--- src/rtl/render_pkg.sv ---
// ============================================================================
// render_pkg
// Shared FSM state encoding, Q.15 constants and pixel saturation helper for
// the rotation scheduler.
// Revision: 1.0 - initial release
// ============================================================================
`default_nettype none

package render_pkg;

  localparam int Q15_SHIFT = 15;
  localparam int PIX_MAX   = 511;
  localparam int PIX_W     = 9;

  typedef enum logic [2:0] {
    IDLE     = 3'd0,
    ARMED    = 3'd1,
    ROM_WAIT = 3'd2,
    LATCH    = 3'd3,
    FETCH    = 3'd4,
    MUL      = 3'd5,
    WRITE    = 3'd6,
    DONE     = 3'd7
  } state_e;

  // Clamp a signed integer result onto the visible pixel range 0..PIX_MAX.
  function automatic logic [PIX_W-1:0] sat_pix(input logic signed [64:0] v);
    logic [PIX_W-1:0] r;
    if (v[64]) begin
      r = '0;
    end else if (v > $signed(65'(PIX_MAX))) begin
      r = PIX_W'(PIX_MAX);
    end else begin
      r = v[PIX_W-1:0];
    end
    return r;
  endfunction

endpackage

`default_nettype wire

--- src/rtl/q15_mac.sv ---
// ============================================================================
// q15_mac
// Single shared 32x32 signed multiplier feeding a 65-bit accumulator with
// clear/subtract control and a saturating Q.30 -> pixel output.
// Revision: 1.0 - initial release
// ============================================================================
`default_nettype none

module q15_mac
  import render_pkg::*;
(
  input  logic                    clk_i,
  input  logic                    rst_ni,
  input  logic                    en_i,
  input  logic                    clear_i,
  input  logic                    sub_i,
  input  logic signed [31:0]      a_i,
  input  logic signed [31:0]      b_i,
  output logic [PIX_W-1:0]        pix_o
);

  logic signed [63:0] prod;
  logic signed [64:0] prod_ext;
  logic signed [64:0] base;
  logic signed [64:0] acc_d;
  logic signed [64:0] acc_q;

  assign prod     = 64'(a_i) * 64'(b_i);
  assign prod_ext = 65'(prod);
  // clear_i starts a fresh sum with the current product instead of adding.
  assign base     = clear_i ? '0 : acc_q;
  assign acc_d    = sub_i ? (base - prod_ext) : (base + prod_ext);
  assign pix_o    = sat_pix(acc_d >>> (2 * Q15_SHIFT));

  always_ff @(posedge clk_i or negedge rst_ni) begin
    if (!rst_ni) begin
      acc_q <= '0;
    end else if (en_i) begin
      acc_q <= acc_d;
    end
  end

endmodule

`default_nettype wire

--- src/rtl/rotation_scheduler.sv ---
// ============================================================================
// rotation_scheduler
// Per-frame angle stepping and vertex rotation pass; writes saturated pixel
// coordinates for 3*NUM_TRI vertices. Optional macro ROTATE_Y_EN adds y'.
// Revision: 1.0 - initial release
// ============================================================================
`default_nettype none

module rotation_scheduler
  import render_pkg::*;
#(
  parameter int NUM_TRI    = 6,
  parameter int NUM_ANGLES = 10,
  parameter int ROM_LAT    = 1
) (
  input  logic                CLOCK_50,
  input  logic                RESET_N,
  input  logic                INCREMENT_ANGLE,
  input  logic                frame_start,
  input  logic signed [31:0]  sin_out,
  input  logic signed [31:0]  cos_out,
  output logic [4:0]          ANGLE_ADDRESS,
  output logic [7:0]          vtx_rd_idx,
  input  logic signed [31:0]  vtx_x_in,
  input  logic signed [31:0]  vtx_y_in,
  output logic                wr_en,
  output logic [7:0]          wr_idx,
  output logic [8:0]          wr_x,
  output logic [8:0]          wr_y,
  output logic                busy,
  output logic                frame_done
);

  localparam int NUM_VTX = 3 * NUM_TRI;
`ifdef ROTATE_Y_EN
  localparam int MUL_CYC = 4;
`else
  localparam int MUL_CYC = 2;
`endif
  localparam int RW_W = (ROM_LAT > 1) ? $clog2(ROM_LAT) : 1;

  state_e             state_q, state_d;
  logic [4:0]         angle_q, angle_d;
  logic               pending_q, pending_d;
  logic [RW_W-1:0]    rw_cnt_q, rw_cnt_d;
  logic [7:0]         idx_q, idx_d;
  logic [1:0]         mstep_q, mstep_d;
  logic [7:0]         wr_idx_q, wr_idx_d;
  logic [8:0]         wr_x_q, wr_x_d;
  logic [8:0]         wr_y_q, wr_y_d;
  logic signed [31:0] sin_q, cos_q;
  logic signed [31:0] y_q;
`ifdef ROTATE_Y_EN
  logic signed [31:0] x_q;
`endif

  logic               latch_sc;
  logic               latch_vtx;
  logic               mac_en;
  logic               mac_clear;
  logic               mac_sub;
  logic signed [31:0] mac_a;
  logic signed [31:0] mac_b;
  logic [8:0]         mac_pix;

  q15_mac u_mac (
    .clk_i   (CLOCK_50),
    .rst_ni  (RESET_N),
    .en_i    (mac_en),
    .clear_i (mac_clear),
    .sub_i   (mac_sub),
    .a_i     (mac_a),
    .b_i     (mac_b),
    .pix_o   (mac_pix)
  );

  always_comb begin
    state_d   = state_q;
    angle_d   = angle_q;
    pending_d = pending_q;
    rw_cnt_d  = rw_cnt_q;
    idx_d     = idx_q;
    mstep_d   = mstep_q;
    wr_idx_d  = wr_idx_q;
    wr_x_d    = wr_x_q;
    wr_y_d    = wr_y_q;
    latch_sc  = 1'b0;
    latch_vtx = 1'b0;
    mac_en    = 1'b0;
    mac_clear = 1'b0;
    mac_sub   = 1'b0;
    mac_a     = vtx_x_in;
    mac_b     = cos_q;

    // Requests collapse into a single pending step wherever they arrive.
    if (INCREMENT_ANGLE) pending_d = 1'b1;

    case (state_q)
      IDLE: begin
        if (INCREMENT_ANGLE) state_d = ARMED;
      end
      ARMED: begin
        if (frame_start) begin
          if (pending_q) begin
            angle_d = (angle_q == 5'(NUM_ANGLES - 1)) ? 5'd0 : angle_q + 5'd1;
          end
          pending_d = INCREMENT_ANGLE;
          rw_cnt_d  = '0;
          idx_d     = '0;
          state_d   = ROM_WAIT;
        end
      end
      ROM_WAIT: begin
        if (rw_cnt_q == RW_W'(ROM_LAT - 1)) state_d = LATCH;
        else                                rw_cnt_d = rw_cnt_q + RW_W'(1);
      end
      LATCH: begin
        latch_sc = 1'b1;
        state_d  = FETCH;
      end
      FETCH: begin
        mstep_d = '0;
        state_d = MUL;
      end
      MUL: begin
        mac_en  = 1'b1;
        mstep_d = mstep_q + 2'd1;
        case (mstep_q)
          2'd0: begin
            mac_a     = vtx_x_in;
            mac_b     = cos_q;
            mac_clear = 1'b1;
            latch_vtx = 1'b1;
`ifndef ROTATE_Y_EN
            wr_y_d    = sat_pix(65'(vtx_y_in) >>> Q15_SHIFT);
`endif
          end
          2'd1: begin
            mac_a    = y_q;
            mac_b    = sin_q;
            wr_x_d   = mac_pix;
            wr_idx_d = idx_q;
          end
`ifdef ROTATE_Y_EN
          2'd2: begin
            mac_a     = x_q;
            mac_b     = sin_q;
            mac_clear = 1'b1;
            mac_sub   = 1'b1;
          end
          2'd3: begin
            mac_a  = y_q;
            mac_b  = cos_q;
            wr_y_d = mac_pix;
          end
`endif
          default: ;
        endcase
        if (mstep_q == 2'(MUL_CYC - 1)) state_d = WRITE;
      end
      WRITE: begin
        if (idx_q == 8'(NUM_VTX - 1)) begin
          state_d = DONE;
        end else begin
          idx_d   = idx_q + 8'd1;
          state_d = FETCH;
        end
      end
      DONE: begin
        state_d = pending_d ? ARMED : IDLE;
      end
      default: state_d = IDLE;
    endcase
  end

  // Reset arms the first pass so the opening frame renders at angle 0.
  always_ff @(posedge CLOCK_50 or negedge RESET_N) begin
    if (!RESET_N) begin
      state_q   <= ARMED;
      angle_q   <= '0;
      pending_q <= 1'b0;
      rw_cnt_q  <= '0;
      idx_q     <= '0;
      mstep_q   <= '0;
      wr_idx_q  <= '0;
      wr_x_q    <= '0;
      wr_y_q    <= '0;
      sin_q     <= '0;
      cos_q     <= '0;
      y_q       <= '0;
`ifdef ROTATE_Y_EN
      x_q       <= '0;
`endif
    end else begin
      state_q   <= state_d;
      angle_q   <= angle_d;
      pending_q <= pending_d;
      rw_cnt_q  <= rw_cnt_d;
      idx_q     <= idx_d;
      mstep_q   <= mstep_d;
      wr_idx_q  <= wr_idx_d;
      wr_x_q    <= wr_x_d;
      wr_y_q    <= wr_y_d;
      if (latch_sc) begin
        sin_q <= sin_out;
        cos_q <= cos_out;
      end
      if (latch_vtx) begin
        y_q <= vtx_y_in;
`ifdef ROTATE_Y_EN
        x_q <= vtx_x_in;
`endif
      end
    end
  end

  assign ANGLE_ADDRESS = angle_q;
  assign vtx_rd_idx    = idx_q;
  assign wr_en         = (state_q == WRITE);
  assign wr_idx        = wr_idx_q;
  assign wr_x          = wr_x_q;
  assign wr_y          = wr_y_q;
  assign busy          = (state_q == ROM_WAIT) || (state_q == LATCH) ||
                         (state_q == FETCH)    || (state_q == MUL)   ||
                         (state_q == WRITE);
  assign frame_done    = (state_q == DONE);

endmodule

`default_nettype wire

--- config.mk ---
export PLATFORM = sky130hd
export DESIGN_NAME = rotation_scheduler
export DESIGN_NICKNAME = d
export VERILOG_FILES = /design/src/rtl/render_pkg.sv /design/src/rtl/q15_mac.sv /design/src/rtl/rotation_scheduler.sv
export SDC_FILE = /design/constraint.sdc
export NUM_CORES = 2
export LEC_CHECK = 0
export ABC_CLOCK_PERIOD_IN_PS = 30700
export CORE_MARGIN = 4
export CORE_UTILIZATION = 65
export DETAILED_ROUTE_END_ITERATION = 10
export HOLD_SLACK_MARGIN = 0.08
export PLACE_DENSITY = 0.87
export SLEW_MARGIN = 0
export SYNTH_ARGS = -nofsm -noshare
export SYNTH_HDL_FRONTEND = slang
export SYNTH_SLANG_ARGS = --single-unit
--- constraint.sdc ---
create_clock -name CLOCK_50 -period 30.7 [get_ports CLOCK_50]
set_input_delay 7.675 -clock CLOCK_50 [delete_from_list [all_inputs] [get_ports CLOCK_50]]
set_output_delay 7.675 -clock CLOCK_50 [all_outputs]
set_load 0.01 [all_outputs]
==> run metrics <==
CP Class in -> reg; Clock transition at path regs approximately 0.060 ns; synthesized net count 7033; port bufs about 170; EDFF count, synth 0; setup TNS 0 ns; vias ~39000; overall die area about 0.081 mm²; RSZ-0062 raised after global routing false; top_reg_cell synth dfrtp_1; final net count between 7000 and 8000; max-cap violation count 0; GR peak layer met2; Cells after Synth 5449; Fmax a little under 60 MHz; vias per cell 5.968; antenna violations before repair 8; final wirelength roughly 160000 µm; Seq/Total Area, Yosys roughly a tenth; most common cell after layout, fill and taps aside inv_1; initial DRC count approximately 4200; DR pass1 iterations 6; CTS sink cnt just over 200; CP Data Required Time around 31 ns; most frequent cells in the layout inv_1 (1248), fa_1 (1222), nand2_1 (910); clock skew approximately 0.035 ns; first-pass GRT wire length ~250000 µm; Die Wd about 280 µm; largest net degree at the start of global routing 110; M1 GR Usage between 50% and 60%; Worst-Skew Late Latency ~0.6 ns; grt ovf 0; Root Buffer Master clkbuf_16; status finished clean; GRT Resource Usage Total approximately two fifths; met2 usage approximately three fifths; post_cts resized 0; Fin. Hold Viols 0; worst rel slew slack 16.17%; layout cell share with drive strength beyond 1 approximately 5.4%; remaining antenna violation count after routing 0; io pins about 170; hpwl dp approximately 130000 µm; wire per inst around 24 µm; WP buf/inv 6; die height 284.7 µm; average size of a mapped cell between 9 and 10 µm²; crit-path most repeated cell fa_1; Initial Util between 60% and 70%; # setup viols final 0; Slowest cell on crit path fa_1; fin crit share 55.75%; drt drc 0; CTS H-tree depth 1; gpl congestion approximately 1.0; Clock Tree Buf Depth 3; FFs w/ async S/R, synth 100.0%; fin crit period approximately 17 ns; CTS buffer count 25; M3 GR Usage 15.69%; P&R area growth vs syn 7.889%; TritonCTS clock tree built; critical path endpoint category register; delay-heaviest family, CP adder cells; fin. max-slew vios 0; Ys Warns 0; library cells used by synthesis 75; row cnt 101; Worst Setup Start Kind input port; Critical Path Max Stage Delay 1.00 ns; post-CTS setup repair buffer count 0; Worst Path Arrival about 18 ns; cts-stage hold buffer count 0; Synth Cell Area roughly 0.05 mm²; Tightest Hold Check Type reg -> reg; slew of the pin with the lowest slew margin roughly 1.2 ns; critical path peak fanout 19; vias in the first global route 42390; post-synthesis register bit count a little over 200; total core area 0.07595 mm²
## worst paths after layout
| kind | startpoint | to | slack (ns) | cells after the start |
|---|---|---|---|---|
| min in group asynchronous | RESET_N | u_mac.acc_q[57]$_DFFE_PN0N_ | 7.12 | 1 |
| max | vtx_x_in[31] | wr_x[5]$_DFFE_PN0P_ | 13.59 | 27 |
| max reg2reg | state_q[0]$_DFFE_PN1P_ | wr_x[5]$_DFFE_PN0P_ | 18.65 | 33 |
| max in group asynchronous | RESET_N | cos_q[3]$_DFFE_PN0N_ | 21.43 | 3 |
| min reg2reg | u_mac.acc_q[5]$_DFFE_PN0N_ | u_mac.acc_q[5]$_DFFE_PN0N_ | 0.47 | 2 |
| min | u_mac.acc_q[5]$_DFFE_PN0N_ | u_mac.acc_q[5]$_DFFE_PN0N_ | 0.47 | 2 |
## through the flow
stage	util [%]	area, µm²	std cells	hold WS (ns)	setup slack, ns
2_1_floorplan	-	49750	5449	0.4304	13.76
3_3_place_gp	69.47	52760	6512	0.4464	13.24
3_5_place_dp	69.47	52760	6512	0.4611	13.04
4_1_cts	70.66	53670	6556	0.4763	13.65
5_1_grt	70.66	53670	6557	0.4966	13.00
6_report	70.67	53680	6560	0.4681	13.59
## worst register-to-register path, delay by kind of cell, from the launching register on
kind	cells	cell delay, ns
AND/OR/NAND/NOR	11	3.80
buffers and inverters	9	2.03
adder cells (fa/ha/maj)	9	4.61
flip-flops	1	0.68
AO/OA/AOI/OAI	4	0.77
## state kept, by name, summed over array words and instances (netlist names), 2 cells and up
name	count
u_mac.acc_q	65
cos_q	32
sin_q	32
y_q	32
wr_x	9
wr_y	9
vtx_rd_idx	8
wr_idx	8
ANGLE_ADDRESS	5
state_q	3
mstep_q	2
## cell usage after synthesis (all sizes together), types with 4 or more instances
master / count / share of area, %
nand2b: 7 / 0.088
a21oi: 103 / 1.1
xnor2: 52 / 0.92
o22ai: 5 / 0.063
fa: 1222 / 49
nor3b: 11 / 0.17
o21bai: 4 / 0.060
o211ai: 17 / 0.29
o21a: 7 / 0.11
a21o: 22 / 0.33
a211oi: 15 / 0.24
and3: 10 / 0.13
buf: 20 / 0.19
nor3: 23 / 0.23
o2bb2ai: 4 / 0.070
o21ai: 132 / 1.3
or3: 6 / 0.075
mux2: 105 / 2.4
dfrtp: 205 / 10
o31ai: 16 / 0.27
nand2: 914 / 6.9
xor2: 23 / 0.40
nand4: 25 / 0.33
a31o: 4 / 0.070
nor2: 583 / 4.4
inv: 1250 / 9.4
a31oi: 6 / 0.075
ha: 230 / 5.8
o2111ai: 5 / 0.088
clkbuf: 204 / 1.5
mux2i: 67 / 1.3
nor4: 8 / 0.14
nand3: 30 / 0.30
and2: 70 / 0.88
## cell families (layout without fill, tap and decap cells)
logic type      count (synthesis)  after routing  synth area share, %
other cells                     0              4                    0
compound gates                366            366                4.570
mux                           172            172                3.725
fa+ha+maj                    1452           1452                54.96
simple gates                 1703           1703                13.89
buf+inv                      1475           1552                11.17
xor+xnor                       75             75                1.320
flops                         206            206                10.36
## per-layer routing
metal  vias to the layer above  share of wire, %  routed length, µm
met5                         -             0.050                 79
met4                        12               5.6               8920
met3                       605                15              23370
met2                      2737                43              68220
met1                     19666                36              57590
li1                      16130                 -                  -
## final cells by class
cell class	instances	area [µm²]
well taps	1030	1289
repair buffers	257	2367
clock inverters	15	236.5
diodes	4	10.01
flip-flops and latches	206	5156
clock buffers	29	670.6
multi-input cells	3768	39250
inverters	1251	4696
fillers	5557	22270
Power is left out: the tool's default activity adds up to more than one toggle a clock period on the data nets, which glitch-free logic cannot reach.
